### config.mk
export PLATFORM = sky130hd
export DESIGN_NAME = cs_measure_sequencer
export DESIGN_NICKNAME = d
export VERILOG_FILES = /design/src/rtl/cs_measure_sequencer.sv
export SDC_FILE = /design/constraint.sdc
export NUM_CORES = 1
export LEC_CHECK = 0
export CAP_MARGIN = 25
export CORE_MARGIN = 3
export CORE_UTILIZATION = 46
export DETAILED_ROUTE_END_ITERATION = 16
export PLACE_DENSITY = 0.67
export SLEW_MARGIN = 20
export SYNTH_ARGS = -nofsm -noshare
export SYNTH_HDL_FRONTEND = slang
export SYNTH_SLANG_ARGS = --single-unit
export TNS_END_PERCENT = 50
### constraint.sdc
create_clock -name clk_1MHz -period 2.4 [get_ports clk_1MHz]
set_input_delay 0.48 -clock clk_1MHz [delete_from_list [all_inputs] [get_ports clk_1MHz]]
set_output_delay 0.48 -clock clk_1MHz [all_outputs]
set_load 0.03 [all_outputs]
### src/rtl/cs_measure_sequencer.sv
// -----------------------------------------------------------------------------
// cs_measure_sequencer
//
// Measurement sequencer for a TCS3200-style colour sensor. A start request
// steps the sensor through the red, green and blue filters. For each filter it
// waits a settle period, then counts rising edges of cs_out over a fixed
// window. It then classifies the dominant colour and holds the result under a
// result_valid / result_ack handshake.
//
// Optional feature macro: CS_AUTO_PWRDN_EN
//   When this macro is defined, cs_scaler is 00 (sensor powered down) in IDLE
//   and RESULT and 11 while measuring. The first settle period after leaving
//   IDLE or RESULT is stretched to 4*SETTLE so the sensor oscillator can wake
//   up. When it is undefined, cs_scaler stays at 11.
//
// Parameters
//   WINDOW   counting window per filter, clk cycles (>= 16)
//   SETTLE   discard cycles after each filter change (>= 3)
//   CNT_W    edge-counter width; counters saturate at all-ones
//   MIN_CNT  minimum winning count for a valid colour
//
// Ports
//   clk_1MHz      in   clock, rising edge
//   rst_n         in   asynchronous active-low reset
//   cs_out        in   sensor frequency output (asynchronous)
//   start         in   measurement request (IDLE, or RESULT with result_ack)
//   busy          out  measurement in progress
//   filter        out  S2:S3 filter select (R=00 B=01 clear=10 G=11)
//   cs_scaler     out  S0:S1 frequency scaling
//   color         out  0=none 1=red 2=green 3=blue, valid with result_valid
//   red_cnt       out  raw red window count
//   green_cnt     out  raw green window count
//   blue_cnt      out  raw blue window count
//   result_valid  out  result held stable while high
//   result_ack    in   consumer acknowledge
// -----------------------------------------------------------------------------
module cs_measure_sequencer #(
   parameter int unsigned WINDOW  = 512,
   parameter int unsigned SETTLE  = 8,
   parameter int unsigned CNT_W   = 10,
   parameter int unsigned MIN_CNT = 15
) (
   input  logic             clk_1MHz,
   input  logic             rst_n,
   input  logic             cs_out,
   input  logic             start,
   output logic             busy,
   output logic [1:0]       filter,
   output logic [1:0]       cs_scaler,
   output logic [1:0]       color,
   output logic [CNT_W-1:0] red_cnt,
   output logic [CNT_W-1:0] green_cnt,
   output logic [CNT_W-1:0] blue_cnt,
   output logic             result_valid,
   input  logic             result_ack
);

`ifdef CS_AUTO_PWRDN_EN
   localparam int unsigned FIRST_SETTLE = 4 * SETTLE;
   localparam logic [1:0]  SCALER_RST   = 2'b00;
`else
   localparam int unsigned FIRST_SETTLE = SETTLE;
   localparam logic [1:0]  SCALER_RST   = 2'b11;
`endif

   localparam int unsigned TMAX = (WINDOW > FIRST_SETTLE) ? WINDOW : FIRST_SETTLE;
   localparam int unsigned TW   = $clog2(TMAX);

   localparam logic [TW-1:0]    T_WIN   = TW'(WINDOW - 1);
   localparam logic [TW-1:0]    T_SET   = TW'(SETTLE - 1);
   localparam logic [TW-1:0]    T_FIRST = TW'(FIRST_SETTLE - 1);
   localparam logic [CNT_W-1:0] C_MIN   = CNT_W'(MIN_CNT);

   localparam logic [1:0] F_RED   = 2'b00;
   localparam logic [1:0] F_BLUE  = 2'b01;
   localparam logic [1:0] F_CLEAR = 2'b10;
   localparam logic [1:0] F_GREEN = 2'b11;

   typedef enum logic [2:0] {
      S_IDLE,
      S_SETTLE,
      S_COUNT,
      S_DECIDE,
      S_RESULT
   } state_t;

   typedef enum logic [1:0] {
      CH_R = 2'd0,
      CH_G = 2'd1,
      CH_B = 2'd2
   } ch_t;

   state_t           r_state;
   ch_t              r_ch;
   logic [TW-1:0]    r_timer;
   logic [CNT_W-1:0] r_acc_r, r_acc_g, r_acc_b;
   logic [CNT_W-1:0] r_red_cnt, r_green_cnt, r_blue_cnt;
   logic [1:0]       r_color;
   logic [1:0]       r_filter;
   logic [1:0]       r_scaler;
   logic             r_busy;
   logic             r_valid;

   logic             r_sync1, r_sync2, r_prev;
   logic             w_edge;
   logic             w_launch;
   logic [1:0]       w_color;
   logic [1:0]       w_ch_filter;

   // ---------------------------------------------------------------------------
   // cs_out synchroniser and rising-edge detect
   // ---------------------------------------------------------------------------
   always_ff @(posedge clk_1MHz or negedge rst_n) begin
      if (!rst_n) begin
         r_sync1 <= 1'b0;
         r_sync2 <= 1'b0;
         r_prev  <= 1'b0;
      end else begin
         r_sync1 <= cs_out;
         r_sync2 <= r_sync1;
         r_prev  <= r_sync2;
      end
   end

   assign w_edge = r_sync2 & ~r_prev;

   // A new measurement starts from IDLE, or from RESULT when the consumer
   // acknowledges and requests again in the same cycle (back-to-back restart).
   // Ack is only honoured once result_valid is visible to the consumer.
   assign w_launch = ((r_state == S_IDLE) && start) ||
                     ((r_state == S_RESULT) && r_valid && result_ack && start);

   always_comb begin
      w_ch_filter = F_CLEAR;
      case (r_ch)
         CH_R:    w_ch_filter = F_RED;
         CH_G:    w_ch_filter = F_GREEN;
         CH_B:    w_ch_filter = F_BLUE;
         default: w_ch_filter = F_CLEAR;
      endcase
   end

   // The winner must be strictly greater than both other counts, so at most
   // one branch can ever match.
   always_comb begin
      w_color = 2'd0;
      if ((r_acc_r > r_acc_g) && (r_acc_r > r_acc_b) && (r_acc_r >= C_MIN))
         w_color = 2'd1;
      else if ((r_acc_g > r_acc_r) && (r_acc_g > r_acc_b) && (r_acc_g >= C_MIN))
         w_color = 2'd2;
      else if ((r_acc_b > r_acc_r) && (r_acc_b > r_acc_g) && (r_acc_b >= C_MIN))
         w_color = 2'd3;
   end

   // ---------------------------------------------------------------------------
   // Sequencer. The outputs are registered decodes of the current state, so
   // they trail the state register by one cycle. busy, filter and cs_scaler
   // therefore move one cycle after start is accepted, and result_valid rises
   // one cycle after DECIDE. The result registers are loaded before that.
   // ---------------------------------------------------------------------------
   always_ff @(posedge clk_1MHz or negedge rst_n) begin
      if (!rst_n) begin
         r_state     <= S_IDLE;
         r_ch        <= CH_R;
         r_timer     <= '0;
         r_acc_r     <= '0;
         r_acc_g     <= '0;
         r_acc_b     <= '0;
         r_red_cnt   <= '0;
         r_green_cnt <= '0;
         r_blue_cnt  <= '0;
         r_color     <= '0;
         r_filter    <= F_CLEAR;
         r_scaler    <= SCALER_RST;
         r_busy      <= 1'b0;
         r_valid     <= 1'b0;
      end else begin
         r_busy   <= (r_state == S_SETTLE) || (r_state == S_COUNT) || (r_state == S_DECIDE);
         r_valid  <= (r_state == S_RESULT);
         r_filter <= ((r_state == S_SETTLE) || (r_state == S_COUNT)) ? w_ch_filter : F_CLEAR;
`ifdef CS_AUTO_PWRDN_EN
         r_scaler <= ((r_state == S_SETTLE) || (r_state == S_COUNT) || (r_state == S_DECIDE))
                     ? 2'b11 : 2'b00;
`else
         r_scaler <= 2'b11;
`endif

         if (w_launch) begin
            r_acc_r <= '0;
            r_acc_g <= '0;
            r_acc_b <= '0;
            r_ch    <= CH_R;
            r_timer <= T_FIRST;
            r_state <= S_SETTLE;
         end else begin
            case (r_state)
               S_IDLE: ;

               S_SETTLE: begin
                  if (r_timer == '0) begin
                     r_timer <= T_WIN;
                     r_state <= S_COUNT;
                  end else begin
                     r_timer <= r_timer - 1'b1;
                  end
               end

               S_COUNT: begin
                  if (w_edge) begin
                     case (r_ch)
                        CH_R:    if (r_acc_r != '1) r_acc_r <= r_acc_r + 1'b1;
                        CH_G:    if (r_acc_g != '1) r_acc_g <= r_acc_g + 1'b1;
                        CH_B:    if (r_acc_b != '1) r_acc_b <= r_acc_b + 1'b1;
                        default: ;
                     endcase
                  end
                  if (r_timer == '0) begin
                     case (r_ch)
                        CH_R: begin
                           r_ch    <= CH_G;
                           r_timer <= T_SET;
                           r_state <= S_SETTLE;
                        end
                        CH_G: begin
                           r_ch    <= CH_B;
                           r_timer <= T_SET;
                           r_state <= S_SETTLE;
                        end
                        default: r_state <= S_DECIDE;
                     endcase
                  end else begin
                     r_timer <= r_timer - 1'b1;
                  end
               end

               S_DECIDE: begin
                  r_color     <= w_color;
                  r_red_cnt   <= r_acc_r;
                  r_green_cnt <= r_acc_g;
                  r_blue_cnt  <= r_acc_b;
                  r_state     <= S_RESULT;
               end

               S_RESULT: begin
                  if (r_valid && result_ack) r_state <= S_IDLE;
               end

               default: r_state <= S_IDLE;
            endcase
         end
      end
   end

   assign busy         = r_busy;
   assign filter       = r_filter;
   assign cs_scaler    = r_scaler;
   assign color        = r_color;
   assign red_cnt      = r_red_cnt;
   assign green_cnt    = r_green_cnt;
   assign blue_cnt     = r_blue_cnt;
   assign result_valid = r_valid;

endmodule

Word level (Yosys, flattened, before mapping):

Cells that the tools add are included.

* $add $sub $neg: 4
* multiply operators: 0
* div/mod/pow operators: 0
* magnitude comparators: 9
* eq/ne operators: 14
* shifts and indexed selects: 0
* mux-type cells: 35
* bitwise gates (word level): 3
* reduce and logical (&&, ||, !) cells: 36

Operator list (number)
* $mux W10: 15
* $gt A10 B10 Y1: 6
* $mux W9: 4
* $add A10 B1 Y10 const B: 3
* $ge A10 B4 Y1 const B: 3
* $ne A10 B10 Y1 const B: 3
* $pmux W9 S2: 1
* $reduce_bool A2 Y1: 9
* $mux W2: 8
* $reduce_and A4 Y1: 4
* $pmux W3 S5: 1
* $mux W3: 4
* $logic_and A1 B1 Y1: 11
* $logic_not A9 Y1: 1
* $ne A3 B2 Y1 const B: 3
* $sub A9 B1 Y9 const B: 1
* $eq A3 B2 Y1 const B: 2
* $pmux W2 S3: 1
* $reduce_bool A3 Y1: 2
* $ne A4 B4 Y1 const B: 1
* $pmux W2 S2: 1
* $reduce_and A2 Y1: 2
* $eq A3 B1 Y1 const B: 1
* $eq A3 B3 Y1 const B: 1
* 10 further kinds: 13

* flip-flop bits (word level): 83
* bits in latches: 0
* RAM bits: 0
* memory bits (read-only): 0
* input port bits: 5
* output and inout port bits: 38
* word-level logic and storage cells: 117
* memories: 0

Logic depth before layout (Yosys ltp):

* word-level depth: 7
* mapped depth: 9
* mapped depth without buffers: 7

Least setup slack after synthesis:

Ideal clock, no wire load.

* path kind: register to register
* start point: reg r_timer[0]
* end point: reg r_timer[4]
* setup time: 0.126 ns
* arrival: 2.291 ns
* data required time: 2.274 ns
* setup slack: -0.017 ns
* cell stages (with the launch flop): 10
* buffers on the path: 2
* period minus slack after synthesis: 2.417 ns
* path through: dfrtp_1 -> inv_1 -> ha_1 -> or3b_1 -> buf_6 -> or4_4 -> buf_6 -> o2bb2ai_4 -> and3_1 -> a221o_1

* word-level cells in the longest chain between the ends: 4
* elaborated cells between the ends (all ways): 8
* classes of those cells: add/sub (1); eq/ne (1); mux (4); reduce/logical (2)

Ends and longest elaborated chain
* from (decl): RTL line 95 `logic [TW-1:0] r_timer;`
* from (signal assigned): RTL line 204 `r_timer <= r_timer - 1'b1;`
* from (signal assigned): RTL line 232 `r_timer <= r_timer - 1'b1;`
* $sub A9 B1 Y9 or $logic_not A9 Y1 (tied branches)
* $mux W9, on equally long branches: RTL line 217, 200
* $pmux W9 S2: RTL line 196 `case (r_state)`
* $mux W9: RTL line 188 `if (w_launch) begin`

Several ways; a longest one is shown, not always the timed one.
A chain may end at the register's enable or synchronous reset.

Worst setup path in the final report:

Same ends and word-level chain as after synthesis.

==> results.md <==
- Outcome: completed
- Avg Vias per Cell: between 5 and 6
- Setup Buffers After CTS: 0
- LEAKAGE: around 2.4 nW
- # setup viols final: 0
- Least-Margin Pin Slew: ~0.8 ns
- Clock sinks: 83
- Compound-Gate Fraction of Synth Area: 0.145
- Layout area overhead: 18.4%
- XOR/XNOR share of the synthesized area: 0.0265
- Post-synth EDFFs: 0
- H-Tree Depth: 3
- Most common cell in the netlist: dfrtp_1
- Final ANT Viol Nets: 0
- Crit. End Element: flip-flop
- 1st-pass router iterations: 5
- Post-CTS sizing: 0
- Final Max Slew Viols: 0
- Count of hold-fix buffers inserted at cts: 0
- Num CTS Buffers: 9
- Minimum clock period: about 2.3 ns
- Layout Nets: 581
- Hold Path Class: input port to asynchronous set/reset pin
- Synth area leaders: dfrtp_1 44%, ha_1 10%, nand2_1 4.1%, o21ai_0 3.8%, a21oi_1 3.2%
- Largest net degree at the start of global routing: 56
- Synth Register Bits: between 80 and 90
- Maxcap violations: 0
- Total vias in the final route: approximately 3800
- Final hold vios: 0
- Largest fanout on the critical path: 11
- Yosys top cell area share: 0.443
- Critical Path AT: 2.50 ns
- Critical Path RT: approximately 2.6 ns
- Total GRT Usage: 0.205
- Max clock buf depth: 2
- Syn avg cell area: around 9.7 sq um
- Skew final: approximately 0.008 ns
- Synth top cells by count: 82 x dfrtp_1, 51 x nand2_1, 38 x ha_1
- Share of cells above drive strength 1: 0.126
- R2R Setup Slk: ~0.14 ns
- RSZ-0062 raised after global routing: false
- Final Cycle Share: 0.943
- Power per cell area: 785 nW/um^2
- Worst R2R Start: r_timer[0]
- HPWL Detailed: 7840 um
- Global route overflow: 0
- Synth Area in Adders: 0.103
- CP startpoint kind: flip-flop
- TNS Setup: 0 ns
- Synth area leader: dfrtp_1
- R2R depth: 7
- Synth Instances: 479
- First-pass GRT wire length: 18600 um
- RR Endpoint: r_timer[4]
- Synth Area in Simple Gates: 0.206
- I/O Buffers: 40
- Largest family of logic cells by synthesized area: simple AND/OR/NAND/NOR gates
- Routability Congestion: 0.865
- Clk slew on worst S/H paths: approximately 0.08 ns
- Distinct cells, synth: 58
- Clock tree root driver cell: clkbuf_8
- Vias in the first global route: about 3700
- Num rows: 35
- Post-Syn Area: about 4600 sq um
- Initial Utilization: 0.487
- Worst VDD drop: approximately 0.00036 V
- Slew margin rel.: 0.461
- F_max: roughly 440 MHz
- Hold slack: a little under 0.09 ns
- CP Class: flip-flop to flip-flop
- Detailed Route WL: about 11000 um
- Async set or reset register ratio after synthesis: 1.00
- Initial antenna violation count: 0
- Die area: approximately 11000 sq um
- IO Count: 43
- Die width: between 100 and 150 um
- Post-route DRC: 0
- Antenna diodes: 0
- WL per Instance: ~16 um
- Skew-Pair Late Insertion Delay: roughly 0.36 ns
- Die Y-Extent: 106 um
- Starting DRT DRC Count: between 150 and 200
- CTS tree: yes
- Synth Flop Type: dfrtp_1
- Mux contribution to synthesized area: 0.0243
- Post-synthesis sequential area ratio: 0.449
- Synth Warn #: 0
- Core ar.: 9500 sq um
[registers in the layout, summed over array words and instances (netlist names)]
register      flops
r_prev            1
r_sync2           1
color             2
filter            2
result_valid      1
r_acc_r          10
r_state           3
blue_cnt         10
r_timer           9
r_sync1           1
r_acc_b          10
r_acc_g          10
r_ch              2
green_cnt        10
busy              1
red_cnt          10
[placed cells by master, fill, tap and decap left out, types with 2 or more instances in the layout]
cell             count
nand2_1             50
mux2_2              10
and4_1               6
nor2_1              29
o41ai_1              2
a211oi_1             5
o311ai_0             2
o211ai_1             3
nor2b_1              4
clkbuf_8             9
clkinv_2             2
nor3_1               9
and3_1               8
nor4_1               8
o21ai_0             35
nand3_1             23
buf_4               24
and2_1               3
ha_1                38
dfrtp_1             82
conb_1               2
nand4_1              9
a21oi_1             30
or2_2                2
nand2b_1             4
inv_1               31
or4_1                3
or4_4                2
xnor2_1             12
clkdlybuf4s50_1     39
a221o_1              4
or3_1                8
a21o_1               5
o31ai_1              6
xor2_1               2
[routing by layer]
layer | GRT usage | vias to the layer above | routed length, um
li1 | - | 1826 | -
met1 | 0.277 | 1814 | 4980
met2 | 0.332 | 114 | 5060
met3 | 0.0407 | 19 | 573
met5 | 0 | - | 0
met4 | 0.0675 | 0 | 204
[final cells by class]
| cell class | instances | area (sq um) |
|---|---|---|
| fill | 827 | 4020 |
| clock inverter | 5 | 56.3 |
| clock buffer | 9 | 124 |
| timing repair buffer | 64 | 591 |
| multi-input combinational | 348 | 2350 |
| tap | 129 | 161 |
| sequential | 83 | 2080 |
| inverter | 32 | 120 |
[worst max path at each step]
stage                          start  cells past startpoint    endpoint  slack [ns]
after floorplan           r_timer[0]                      9  r_timer[4]        0.09
after global placement    r_acc_r[5]                      8    color[1]        0.17
after detailed placement  r_timer[0]                      7  r_timer[4]        0.14
after CTS                 r_acc_r[5]                      8    color[1]        0.10
after global routing      r_timer[1]                      7  r_timer[4]     0.00005
final                     r_timer[0]                      7  r_timer[4]        0.14
[worst max-delay path, cell delays in order, from the launching register on]
cell,delay (ns)
dfrtp_1,0.39
inv_2,0.07
ha_1,0.15
or3b_1,0.37
or4_4,0.52
o2bb2ai_4,0.20
and3_1,0.19
a221o_1,0.26
[report_power, final]
| part | internal (mW) | total [mW] | switching, mW |
|---|---|---|---|
| Clock | 0.468 | 0.971 | 0.504 |
| Combinational | 0.660 | 1.53 | 0.870 |
| Sequential | 1.64 | 1.80 | 0.163 |
| Total | 2.77 | 4.30 | 1.54 |
[logic make-up (layout without fill, tap and decap cells)]
| family | after synthesis | after routing |
|---|---|---|
| compound gates | 105 | 105 |
| flops | 83 | 83 |
| mux | 10 | 10 |
| simple gates | 179 | 179 |
| other cells | 1 | 2 |
| fa+ha+maj | 38 | 38 |
| buf+inv | 49 | 110 |
| xor+xnor | 14 | 14 |
[through the flow]
| step | instances | area [sq um] | util | power [mW] | setup slack [ns] |
|---|---|---|---|---|---|
| 6_report | 670 | 5480 | 0.577 | 4.30 | 0.136 |
| 5_1_grt | 670 | 5480 | 0.577 | 4.57 | 0.0000517 |
| 4_1_cts | 670 | 5480 | 0.576 | 4.33 | 0.104 |
| 3_5_place_dp | 656 | 5300 | 0.557 | 3.35 | 0.142 |
| 3_3_place_gp | 656 | 5300 | 0.557 | 3.31 | 0.174 |
| 2_1_floorplan | 480 | 4640 | - | 2.79 | 0.0921 |
Note: power is estimated with default switching activity, not from simulation.
==> patch, RTL diff (same flow settings) <==
Change the parameter `CNT_W` from 10 to 20.
--- a/src/rtl/cs_measure_sequencer.sv
+++ b/src/rtl/cs_measure_sequencer.sv
@@ -37,7 +37,7 @@
 module cs_measure_sequencer #(
    parameter int unsigned WINDOW  = 512,
    parameter int unsigned SETTLE  = 8,
-   parameter int unsigned CNT_W   = 10,
+   parameter int unsigned CNT_W   = 20,
    parameter int unsigned MIN_CNT = 15
 ) (
    input  logic             clk_1MHz,
Interface: changed (resized blue_cnt, green_cnt and red_cnt); port bits go from 43 to 73. No check against the original RTL was run, so the function may have changed too.
==> patch against the unedited design <==
Sequential power rose by 62%. Design area increased by 82%. Synthesized area is 70% higher. Setup slack got worse by 0.064 ns. Final cell count increased by 77%. Sequential cell count grew 60. Power rose by 70%. Wire length grew 92%. Sequential share of layout area is 2.0 points lower. Via count increased by 74%.
==> patch: results (changes against the unedited design) <==
Outcome = finished, final reports clean (unchanged)
Placer Congestion = 0.9246 (was 0.8648)
CP startpoint = r_acc_r[14]$_DFFE_PN0P_ (was r_timer[0]$_DFFE_PN0P_)
First-pass GRT wire length = 33.32 mm (was 18.55 mm)
Clock skew = 0.008918 ns (was 0.008021 ns)
Leak pwr = 4.558 nW (was 2.447 nW)
Nets = 1027 (was 581)
Worst VDD drop = 582.1 uV (was 358.0 uV)
Reg2reg setup slack = 0.07 ns (was 0.14 ns)
CTS Buf Count = 17 (was 9)
FILL cells = 1451 (was 827)
Clk pwr share = 0.362 (was 0.226)
Compound-Gate Fraction of Synth Area = 0.1081 (was 0.1451)
Pin count of the biggest net entering global routing = 54 (was 56)
Dpl ws = 0.03671 ns (was 0.1419 ns)
Critical Path Sink = color[0]$_DFFE_PN0P_ (was r_timer[4]$_DFFE_PN0P_)
CTS H-Tree Depth = 4 (was 3)
Vias in the first global route = 6312 (was 3737)
Dpl cell area = 0.009256 mm^2 (was 0.005296 mm^2)
Port bufs = 70 (was 40)
Clock Tree Root = clkbuf_16 (was clkbuf_8)
Clk pin slew, worst setup/hold paths = 0.06 ns (was 0.08 ns)
Clk_lat worst skew = 0.42 ns (was 0.36 ns)
FF-to-FF path depth = 9 (was 7)
Crit path arrival time = 2.63 ns (was 2.50 ns)
Hold slack = 0.02696 ns (was 0.08942 ns)
Cells after DPL = 1148 (was 656)
GRT Util Overall = 0.2305 (was 0.2053)
Worst-path fanout max = 4 (was 11)
-- patch: cell count changes in the layout (fill, tap and decap cells not counted), moves of 13 or more --
cell	unedited run	this run
inv_1	31	44
buf_4	24	73
nand4_1	9	35
xnor2_1	12	45
nand2_1	50	94
clkbuf_16	0	17
dfrtp_1	82	139
nor2_1	29	87
ha_1	38	66
o21ai_0	35	62
clkdlybuf4s50_1	39	69
-- patch: area by class of cell --
class	count	share of cell area
Clock buffer	20	0.04478
Clock inverter	12	0.01442
Inverter	50	0.01881
Multi-Input combinational cell	597	0.4059
Sequential cell	143	0.3592
Tap cell	220	0.02759
Timing Repair Buffer	145	0.1293
-- patch: metal layers --
layer / wire length, um / vias up / track usage
li1: - / 3150 / -
met4: 359 / 0 / 0.06818
met2: 9760 / 180 / 0.3590
met1: 9729 / 3190 / 0.3283
met5: 0 / - / 0
met3: 892 / 32 / 0.04449
-- patch: what timing repair did --
action / CTS / global route
setup buffers: 0 / 7
setup endpoints to repair: 0 / 8
resized for setup: 0 / 20
